## config.mk

```make
export PLATFORM = sky130hd
export DESIGN_NAME = data_ram_arbiter
export DESIGN_NICKNAME = d
export VERILOG_FILES = /design/src/rtl/data_ram_arbiter.sv
export SDC_FILE = /design/constraint.sdc
export NUM_CORES = 1
export LEC_CHECK = 0
export CELL_PAD_IN_SITES_DETAIL_PLACEMENT = 1
export CELL_PAD_IN_SITES_GLOBAL_PLACEMENT = 2
export CORE_ASPECT_RATIO = 0.6
export CORE_MARGIN = 2
export CORE_UTILIZATION = 26
export CTS_CLUSTER_SIZE = 40
export DETAILED_ROUTE_END_ITERATION = 8
export PLACE_DENSITY_LB_ADDON = 0.2
export SYNTH_ARGS = -nofsm -noshare
export SYNTH_HDL_FRONTEND = slang
export SYNTH_SLANG_ARGS = --single-unit
```

## constraint.sdc

```tcl
create_clock -name clk -period 3.45 [get_ports clk]
set_input_delay 0.8625 -clock clk [delete_from_list [all_inputs] [get_ports clk]]
set_output_delay 0.8625 -clock clk [all_outputs]
set_load 0.02 [all_outputs]
```

## src/rtl/data_ram_arbiter.sv

```systemverilog
// Round-robin arbiter sharing one data_ram port between m0 (CPU load/store) and m1 (DMA/debug loader).
// One transaction per grant: the winner's request is latched, held on the ram_* outputs, and completed with a one-cycle ack.
module data_ram_arbiter #(
  parameter int AW          = 32,
  parameter int DW          = 32,
  parameter int WAIT_CYCLES = 1
) (
  input  logic          clk,
  input  logic          rst,
  input  logic          m0_req,
  input  logic          m0_we,
  input  logic [3:0]    m0_sel,
  input  logic [AW-1:0] m0_addr,
  input  logic [DW-1:0] m0_wdata,
  output logic          m0_ack,
  output logic [DW-1:0] m0_rdata,
  input  logic          m1_req,
  input  logic          m1_we,
  input  logic [3:0]    m1_sel,
  input  logic [AW-1:0] m1_addr,
  input  logic [DW-1:0] m1_wdata,
  output logic          m1_ack,
  output logic [DW-1:0] m1_rdata,
  output logic          ram_ce,
  output logic          ram_we,
  output logic [3:0]    ram_sel,
  output logic [AW-1:0] ram_addr,
  output logic [DW-1:0] ram_wdata,
  input  logic [DW-1:0] ram_rdata,
  output logic [1:0]    grant,
  output logic [1:0]    fsm_state
);

  typedef enum logic [1:0] {
    IDLE   = 2'd0,
    ACCESS = 2'd1,
    DONE   = 2'd2
  } state_t;

  localparam logic [3:0] CNT_INIT = 4'(WAIT_CYCLES - 1);

  state_t     state;
  logic       last_owner;  // 0 = m0, 1 = m1; also identifies the owner during ACCESS/DONE
  logic [3:0] cnt;
  logic       pick_m1;

  assign fsm_state = state;

  // On a tie the master that did not win last time goes next.
  always_comb begin
    pick_m1 = m1_req && (!m0_req || !last_owner);
  end

  always_ff @(posedge clk or negedge rst) begin
    if (!rst) begin
      state      <= IDLE;
      last_owner <= 1'b1;
      cnt        <= '0;
      ram_ce     <= 1'b0;
      ram_we     <= 1'b0;
      ram_sel    <= '0;
      ram_addr   <= '0;
      ram_wdata  <= '0;
      grant      <= 2'b00;
      m0_ack     <= 1'b0;
      m1_ack     <= 1'b0;
      m0_rdata   <= '0;
      m1_rdata   <= '0;
    end else begin
      case (state)
        IDLE: begin
          if (m0_req || m1_req) begin
            last_owner <= pick_m1;
            grant      <= pick_m1 ? 2'b10 : 2'b01;
            ram_ce     <= 1'b1;
            ram_we     <= pick_m1 ? m1_we    : m0_we;
            ram_sel    <= pick_m1 ? m1_sel   : m0_sel;
            ram_addr   <= pick_m1 ? m1_addr  : m0_addr;
            ram_wdata  <= pick_m1 ? m1_wdata : m0_wdata;
            cnt        <= CNT_INIT;
            state      <= ACCESS;
          end
        end
        ACCESS: begin
          if (cnt != 4'd0) begin
            cnt <= cnt - 4'd1;
          end else begin
            // ram_we still holds the latched direction here.
            if (!ram_we) begin
              if (last_owner) m1_rdata <= ram_rdata;
              else            m0_rdata <= ram_rdata;
            end
            if (last_owner) m1_ack <= 1'b1;
            else            m0_ack <= 1'b1;
            ram_ce <= 1'b0;
            ram_we <= 1'b0;
            state  <= DONE;
          end
        end
        DONE: begin
          m0_ack <= 1'b0;
          m1_ack <= 1'b0;
          grant  <= 2'b00;
          state  <= IDLE;
        end
        default: state <= IDLE;
      endcase
    end
  end

endmodule

```

==> impl_metrics.yaml <==
drt:
  drt_iter0_drc: 127
  wirelength_um: 21800
  drc: 0
  dr_total_vias: 5038
  routed_wire_length_per_instance_um: 20.7
  drt-vias-per-instance: 4.78
  ant_nets: 0
  dr.pass1.iters: 4
cts:
  cts_buffers: 17
  clk_path_buf_depth: 2
  clkSinkCount: 145
  cts_resized: 0
  cts_setup_buffers: 0
  clock_latency_ns: 0.42
  cts_hold_buffers: 0
  clkSlewWorstSetupHoldPaths_ns: 0.06
  cts_tree: "built"
  htree_levels: 4
  clock-root-buffer: "clkbuf_16"
final_layout:
  n_antenna_cell: 0
  layout_commonest_cell: "clkdlybuf4s50_1"
  areaGrowthSynthToFinish_pct: 68.7
  fin_area_sq_um: 10100
  drive_above_1_share_pct: 10.9
  layout_common_cells: "clkdlybuf4s50_1, dfrtp_1, and3_1, a221o_1"
  multi_input_area_sq_um: 2170
  instances_no_fill: 1053
  fin_nets: 909
  fillers: 2309
  seq_area_sq_um: 3630
die:
  die_h_um: 122
  die_area_sq_um: 24300
  die_w_um: 200
  row_count: 42
  core_sq_um: 22300
  initial_core_util_pct: 26.8
  io_pins: 314
sta:
  whs_ns: 0.422
  max_slew_margin_pct: 52.3
  period_minus_slack_ns: 2.47
  grt_setup_unrepaired: "false"
  fin_crit_sh_pct: 71.5
  fin_setup_tns_ns: 0
  maxSlewViolCount: 0
  finalSetupViolations: 0
  skew_ns: 0.00658
  worstMarginPinSlew_ns: 0.714
  hold_viol_final: 0
  fmax_ghz: 0.406
power_and_ir_drop:
  ir_worst_vdd_uv: 389
  p_leak_nw: 4.38
  pwr_density_cell_nw_per_um2: 997
logic_synthesis:
  yosysTopAreaCell: "dfrtp_1"
  syn_nets: 607
  synthCells: 431
  yosysUniqueCellTypes: 35
  yosysSeqAreaShare_pct: 60.6
  yosys.area.top_type_share_pct: 60.2
  netlist_top_cells_area: "dfrtp_1, a221o_1, and3_1, mux2_1, mux2_2"
  yosys_warnings: 0
  netlist_area_sq_um: 5990
  synth.ff_latch_count: 145
  synth.avg_cell_area_sq_um: 13.9
critical_path:
  critPathLaunchType: "register"
  cp_slowest_cell: "clkdlybuf4s50_1"
  end_kind: "output pin"
  worstPathMaxFanout: 7
  path_cells: "clkdlybuf4s50_1"
  required_ns: 2.59
  critPathBufInv: 1
  cpPeakStageDelay_ns: 0.67
  arrival_ns: 1.60
  critical_path_depth: 1
  cp_top_family: "buffers and inverters"
  ff2ff_path_depth: 5
  setup.worst_path.class: "reg -> out"
global_route:
  grt_usage_pct: 18.1
  grt_first_pass_wirelength_um: 33000
  grt_start_max_net_pins: 73
  antenna_found_initial: 0
  grt-ovfl-total: 0
  grt_pass1_vias: 5527
run:
  cap_viol_max_count: 0
placed_design:
  hpwl_um: 15300
  io_buffers: 313
  dpl_cell_area_sq_um: 9430
  gp_congestion: 0.755
  dp_cells: 1022
hold_path:
  hold_class: "in -> async"
outcome:
  outcome: "finished clean"
## worst register-to-register path: stages (launching register included)
cell      delay, ns
dfrtp_1        0.40
inv_1          0.10
ha_1           0.19
nor3b_4        0.36
nand4b_4       0.61
mux2_1         0.59
## registers in the layout, indices dropped and copies added (netlist names)
name / count
cnt: 4
fsm_state: 2
grant: 2
last_owner: 1
m0_ack: 1
m0_rdata: 32
m1_ack: 1
m1_rdata: 32
ram_addr: 32
ram_ce: 1
ram_sel: 4
ram_wdata: 32
ram_we: 1
## where the power goes
group | switching [W] | internal, W | leakage [nW]
sequential | 0.000523 | 0.00256 | 1.75
combinational | 0.00243 | 0.00247 | 2.31
clock | 0.000725 | 0.00138 | 0.328
total | 0.00367 | 0.00640 | 4.38
## area by class of cell
class                   instances  area share, %
clock buffers                  22           4.89
clock inverters                 9           1.75
inverters                       6          0.223
multi-input cells             243           21.5
flip-flops and latches        145           35.9
well taps                     308           3.81
repair buffers                320           31.9
## synth_stat cells
cell type,instances
a21boi_1,1
a21oi_1,2
a221o_1,68
a22o_1,2
a31o_2,1
a32o_1,1
and2_0,1
and2b_1,1
and3_1,69
buf_2,9
buf_6,6
clkbuf_1,22
dfrtp_1,144
dfstp_2,1
ha_1,2
inv_1,6
mux2_1,32
mux2_2,32
mux2i_1,1
nand2_1,1
nand2b_1,3
nand3_1,2
nand3_2,1
nand4b_4,1
nor2_1,5
nor2b_1,1
nor3b_4,1
o21ai_0,7
o21ai_2,1
o221ai_1,1
o31ai_1,1
or2_2,1
or3_1,1
or4_1,2
or4b_1,1
## layer usage
layer | wire, um | track usage, % | vias up
li1 | - | - | 2258
met1 | 9730 | 23.3 | 2635
met2 | 10700 | 29.8 | 133
met3 | 1200 | 5.65 | 12
met4 | 188 | 4.40 | 0
met5 | 0 | 0 | -
## metrics by stage
stage                     power (W)  worst slack, ns  util (%)
after global routing         0.0106            0.901      45.2
after floorplan             0.00555             1.60         -
after global placement      0.00789            0.839      42.2
final                        0.0101            0.984      45.2
after detailed placement    0.00803            0.749      42.2
after CTS                    0.0102            0.962      45.2
## final timing paths
| kind | from | to | slack [ns] |
|---|---|---|---|
| max | fsm_state[0] | fsm_state[0] | 0.98 |
| min | rst | ram_addr[2] | 0.42 |
| max reg2reg | cnt[0] | m1_rdata[27] | 1.07 |
| min reg2reg | m1_rdata[21] | m1_rdata[21] | 0.49 |
| max in group asynchronous | rst | ram_addr[26] | 2.19 |
| min in group clk | m1_rdata[21] | m1_rdata[21] | 0.49 |
## cell families after synthesis
group                    share of synthesized area [%]
AO/OA/AOI/OAI                                     13.3
AND/OR/NAND/NOR                                   9.90
multiplexers                                      12.2
flip-flops                                        60.6
adder cells (fa/ha/maj)                          0.418
buffers and inverters                             3.63
(Power assumes the default switching activity.)
==> RTL change 1, RTL diff (config.mk and constraints unchanged) <==
Set the parameter `DW` to 40 (it was 32).
--- a/src/rtl/data_ram_arbiter.sv
+++ b/src/rtl/data_ram_arbiter.sv
@@ -2,7 +2,7 @@
 // One transaction per grant: the winner's request is latched, held on the ram_* outputs, and completed with a one-cycle ack.
 module data_ram_arbiter #(
   parameter int AW          = 32,
-  parameter int DW          = 32,
+  parameter int DW          = 40,
   parameter int WAIT_CYCLES = 1
 ) (
   input  logic          clk,
Interface: changed (6 resized); port bits go from 314 to 362. No check against the original RTL was run, so the function may have changed too.
==> RTL change 1 against the unedited design <==
Wire length grew 18%. Synthesized area grew 16%. Worst setup slack gained 0.0059 ns. Total power grew 12%. Final area grew 14%. Hold slack gained 0.0082 ns. Count of clock-buffer cells in the layout grew 2. Sequential cell count grew 24. Largest power group unchanged.
==> RTL change 1: results (changes against the unedited design) <==
Cells and area:
- The filler cell count in the final layout is 2739 (was 2309).
- The final-stage net count came to 1038 (was 909).
- The layout cell share with drive strength beyond 1 is 14.7% (was 10.9%).

Timing:
- The worst hold margin is 0.431 ns (was 0.422 ns).
- The largest clock skew in the final design is 0.00889 ns (was 0.00658 ns).
- The tightest slew margin relative to the limit is 54.8% (was 52.3%).
- The portion of the clock cycle consumed by the worst path in the final layout is 71.3% (was 71.5%).

Synthesis:
- The post-synthesis compound-gate area fraction is 12.7% (was 13.3%).
- The post-synthesis sequential area ratio is 61.1% (was 60.6%).
- Most frequent cells after synthesis: sky130_fd_sc_hd__dfrtp_1, sky130_fd_sc_hd__mux2_2, sky130_fd_sc_hd__and3_1 (was sky130_fd_sc_hd__dfrtp_1, sky130_fd_sc_hd__and3_1, sky130_fd_sc_hd__a221o_1).
- The fraction of the mapped netlist area in adder cells is 0.362% (was 0.418%).
- The net count after synthesis is 692 (was 607).
- Largest cells by area after synthesis: sky130_fd_sc_hd__dfrtp_1, sky130_fd_sc_hd__mux2_2, sky130_fd_sc_hd__a221o_1 (was sky130_fd_sc_hd__dfrtp_1, sky130_fd_sc_hd__a221o_1, sky130_fd_sc_hd__and3_1).

Detailed routing:
- The detailed-route via count is 5714 (was 5038).
- The final wirelength is 25700 microns (was 21800 microns).

GRT:
- The via count of the first global-routing pass is 6340 (was 5527).
- The pin count of the biggest net entering global routing is 80 (was 73).

Power:
- The cell-internal power is 7050 uW (was 6400 uW).
- The combinational-cell power consumption was 5760 uW (was 4890 uW).
- The power in sequential cells is 3570 uW (was 3080 uW).
- The highest ir drop seen on vdd is 0.427 mV (was 0.389 mV).
- The static leakage power is 0.00494 uW (was 0.00438 uW).
- The clock network power is 1930 uW (was 2100 uW).

Placement:
- The weighted congestion reported at the end of routability-driven placement is 0.790 (was 0.755).
- The placed instance count was 1179 (was 1022).
- The total cell area at the placement stage came to 10900 sq um (was 9430 sq um).
- The pre-CTS setup slack is 0.727 ns (was 0.749 ns).
- The post-DP HPWL was 18500 microns (was 15300 microns).

Critical path:
- The logic depth of the worst register-to-register path came to 6 (was 5).

Run status:
- Status: complete, no violations (unchanged).
RTL change 1: changes by cell type in the layout (fill, tap and decap cells not counted), moves of 3 or more:
cell and change:
sky130_fd_sc_hd__clkdlybuf4s50_1 +48, sky130_fd_sc_hd__mux2_2 +48, sky130_fd_sc_hd__and3_1 +8, sky130_fd_sc_hd__clkbuf_1 +3, sky130_fd_sc_hd__a221o_1 +8, sky130_fd_sc_hd__mux2_1 -32, sky130_fd_sc_hd__dfrtp_1 +24, sky130_fd_sc_hd__bufinv_16 -3
RTL change 1: per-layer routing:
layer  wire length [microns]  GRT usage [%]  up-vias
met5                       0              0        -
met4                     325           5.68        0
met3                    1280           5.19       19
met2                   13000           31.1      134
met1                   11000           23.1     2977
li1                        -              -     2584
RTL change 1: layout make-up:
type                            count  share of cell area [%]
Tap cell                          360                    3.92
Multi-Input combinational cell    275                    21.5
Timing Repair Buffer              369                    32.5
Clock inverter                      6                   0.773
Inverter                            6                   0.196
Clock buffer                       24                    4.28
Sequential cell                   169                    36.8
==> RTL change 2, RTL diff (same flow settings) <==
Without the edit above. Reset style: synchronous (`rst`), changed in one clocked block.
--- a/src/rtl/data_ram_arbiter.sv
+++ b/src/rtl/data_ram_arbiter.sv
@@ -51,7 +51,7 @@
     pick_m1 = m1_req && (!m0_req || !last_owner);
   end
 
-  always_ff @(posedge clk or negedge rst) begin
+  always_ff @(posedge clk) begin
     if (!rst) begin
       state      <= IDLE;
       last_owner <= 1'b1;
Check against the original RTL: differs if rst is asserted again (counterexample within 4 cycles, from zero or initial values and one cycle with rst low); with rst held inactive, the same outputs for 4 cycles.
==> RTL change 2 against the unedited design <==
Sequential cell count is the same. Synthesized area is 2.3% higher. Wire length grew 20%. Register-to-register slack improved by 0.14 ns. Sequential share of layout area down 7.1 points. Worst setup slack worse by 0.19 ns. Critical path depth did not move. Die area increased by 2.2%. Synthesized cell count up 66%. Final area shrank 0.21%.
Power is not compared: it rests on default switching activity, and its combinational part moved more than twofold at a synthesized area within 25%.
==> RTL change 2: results (changes against the unedited design) <==
GRT:
- The global routing usage summed across all routing layers is 20.9% (was 18.1%).
- The via count of the first global-routing pass is 6870 (was 5527).

Synthesis:
- The post-synthesis compound-gate area fraction was 25.0% (was 13.3%).
- The net count after synthesis is 893 (was 607).
- The post-synthesis sequential area ratio was 47.4% (was 60.6%).
- The fraction of the mapped netlist area in adder cells is 0.408% (was 0.418%).
- Most frequent cells after synthesis: sky130_fd_sc_hd__dfxtp_1, sky130_fd_sc_hd__nand3_1, sky130_fd_sc_hd__o21ai_0 (was sky130_fd_sc_hd__dfrtp_1, sky130_fd_sc_hd__and3_1, sky130_fd_sc_hd__a221o_1).
- The number of distinct standard cells referenced by the synthesized netlist is 36 (was 35).
- The share of flip-flops with an asynchronous set or reset after synthesis is 0% (was 100%).

Cells and area:
- The sequential cell area in the final layout is 2900 sq um (was 3630 sq um).
- The number of inserted diodes was 1 (was 0).
- The filler cell count in the final layout came to 2638 (was 2309).
- The layout cell share with drive strength beyond 1 is 5.47% (was 10.9%).
- The multi-input gate share of total cell area came to 28.2% (was 21.5%).
- The fraction of standard cell area that is sequential was 28.8% (was 35.9%).
- The post-synthesis to final-layout area growth is 64.6% (was 68.7%).
- The area fraction of clock buffers and clock inverters is 5.97% (was 6.64%).
- The final-stage net count is 1152 (was 909).
- The share of final layout cell area taken by non-clock buffers was 32.9% (was 31.9%).
- The total of plain and repair buffers excluding clock buffers is 331 (was 320).

Placement:
- The pre-CTS setup slack is 0.823 ns (was 0.749 ns).
- The post-DP HPWL came to 17200 microns (was 15300 microns).
- The total cell area at the placement stage is 9480 sq um (was 9430 sq um).

Timing:
- The largest clock skew in the final design is 0.00655 ns (was 0.00658 ns).

Run status:
- Status: complete, no violations (unchanged).

Detailed routing:
- The first-iteration detailed-routing DRC count is 305 (was 127).
- The detailed-route via count was 6774 (was 5038).

Min path:
- The path category of the worst min-delay check was flop to flop (was primary input to asynchronous set/reset pin).
RTL change 2: changes by cell type in the layout (fill, tap and decap cells not counted), moves of 32 or more:
cell,delta
sky130_fd_sc_hd__dfxtp_1,+145
sky130_fd_sc_hd__dfrtp_1,-144
sky130_fd_sc_hd__nand3_1,+111
sky130_fd_sc_hd__o21ai_0,+99
sky130_fd_sc_hd__a21oi_1,+71
sky130_fd_sc_hd__and3_1,-68
sky130_fd_sc_hd__nand4_1,+48
sky130_fd_sc_hd__a221o_1,-46
sky130_fd_sc_hd__a31oi_1,+46
sky130_fd_sc_hd__mux2_1,-32
sky130_fd_sc_hd__mux2_2,-32
RTL change 2: path summary, 6_finish.rpt:
check	from	end	slack, ns	depth (start not counted)
hold reg to reg	m0_ack$_SDFFE_PN0P_	m0_ack$_SDFFE_PN0P_	0.47	2
setup / recovery	fsm_state[1]$_SDFFE_PN0P_	fsm_state[1]	0.79	1
hold / removal	m0_ack$_SDFFE_PN0P_	m0_ack$_SDFFE_PN0P_	0.47	2
setup reg to reg	cnt[0]$_SDFFE_PN0P_	m0_rdata[3]$_SDFFE_PN0P_	1.21	6
RTL change 2: routing by layer:
| layer | vias up | wire (microns) | global-route usage [%] |
|---|---|---|---|
| met5 | - | 0 | 0 |
| met4 | 0 | 288 | 5.25 |
| met3 | 24 | 1900 | 7.49 |
| met2 | 186 | 11600 | 32.2 |
| met1 | 3322 | 12400 | 28.0 |
| li1 | 3242 | - | - |
RTL change 2: per-stage QoR:
stage / hold slack, ns / cells
CTS: 0.467 / 1302
floorplan: 0.462 / 717
global route: 0.494 / 1303
detailed placement: 0.458 / 1272
global placement: 0.447 / 1272
finish: 0.466 / 1303
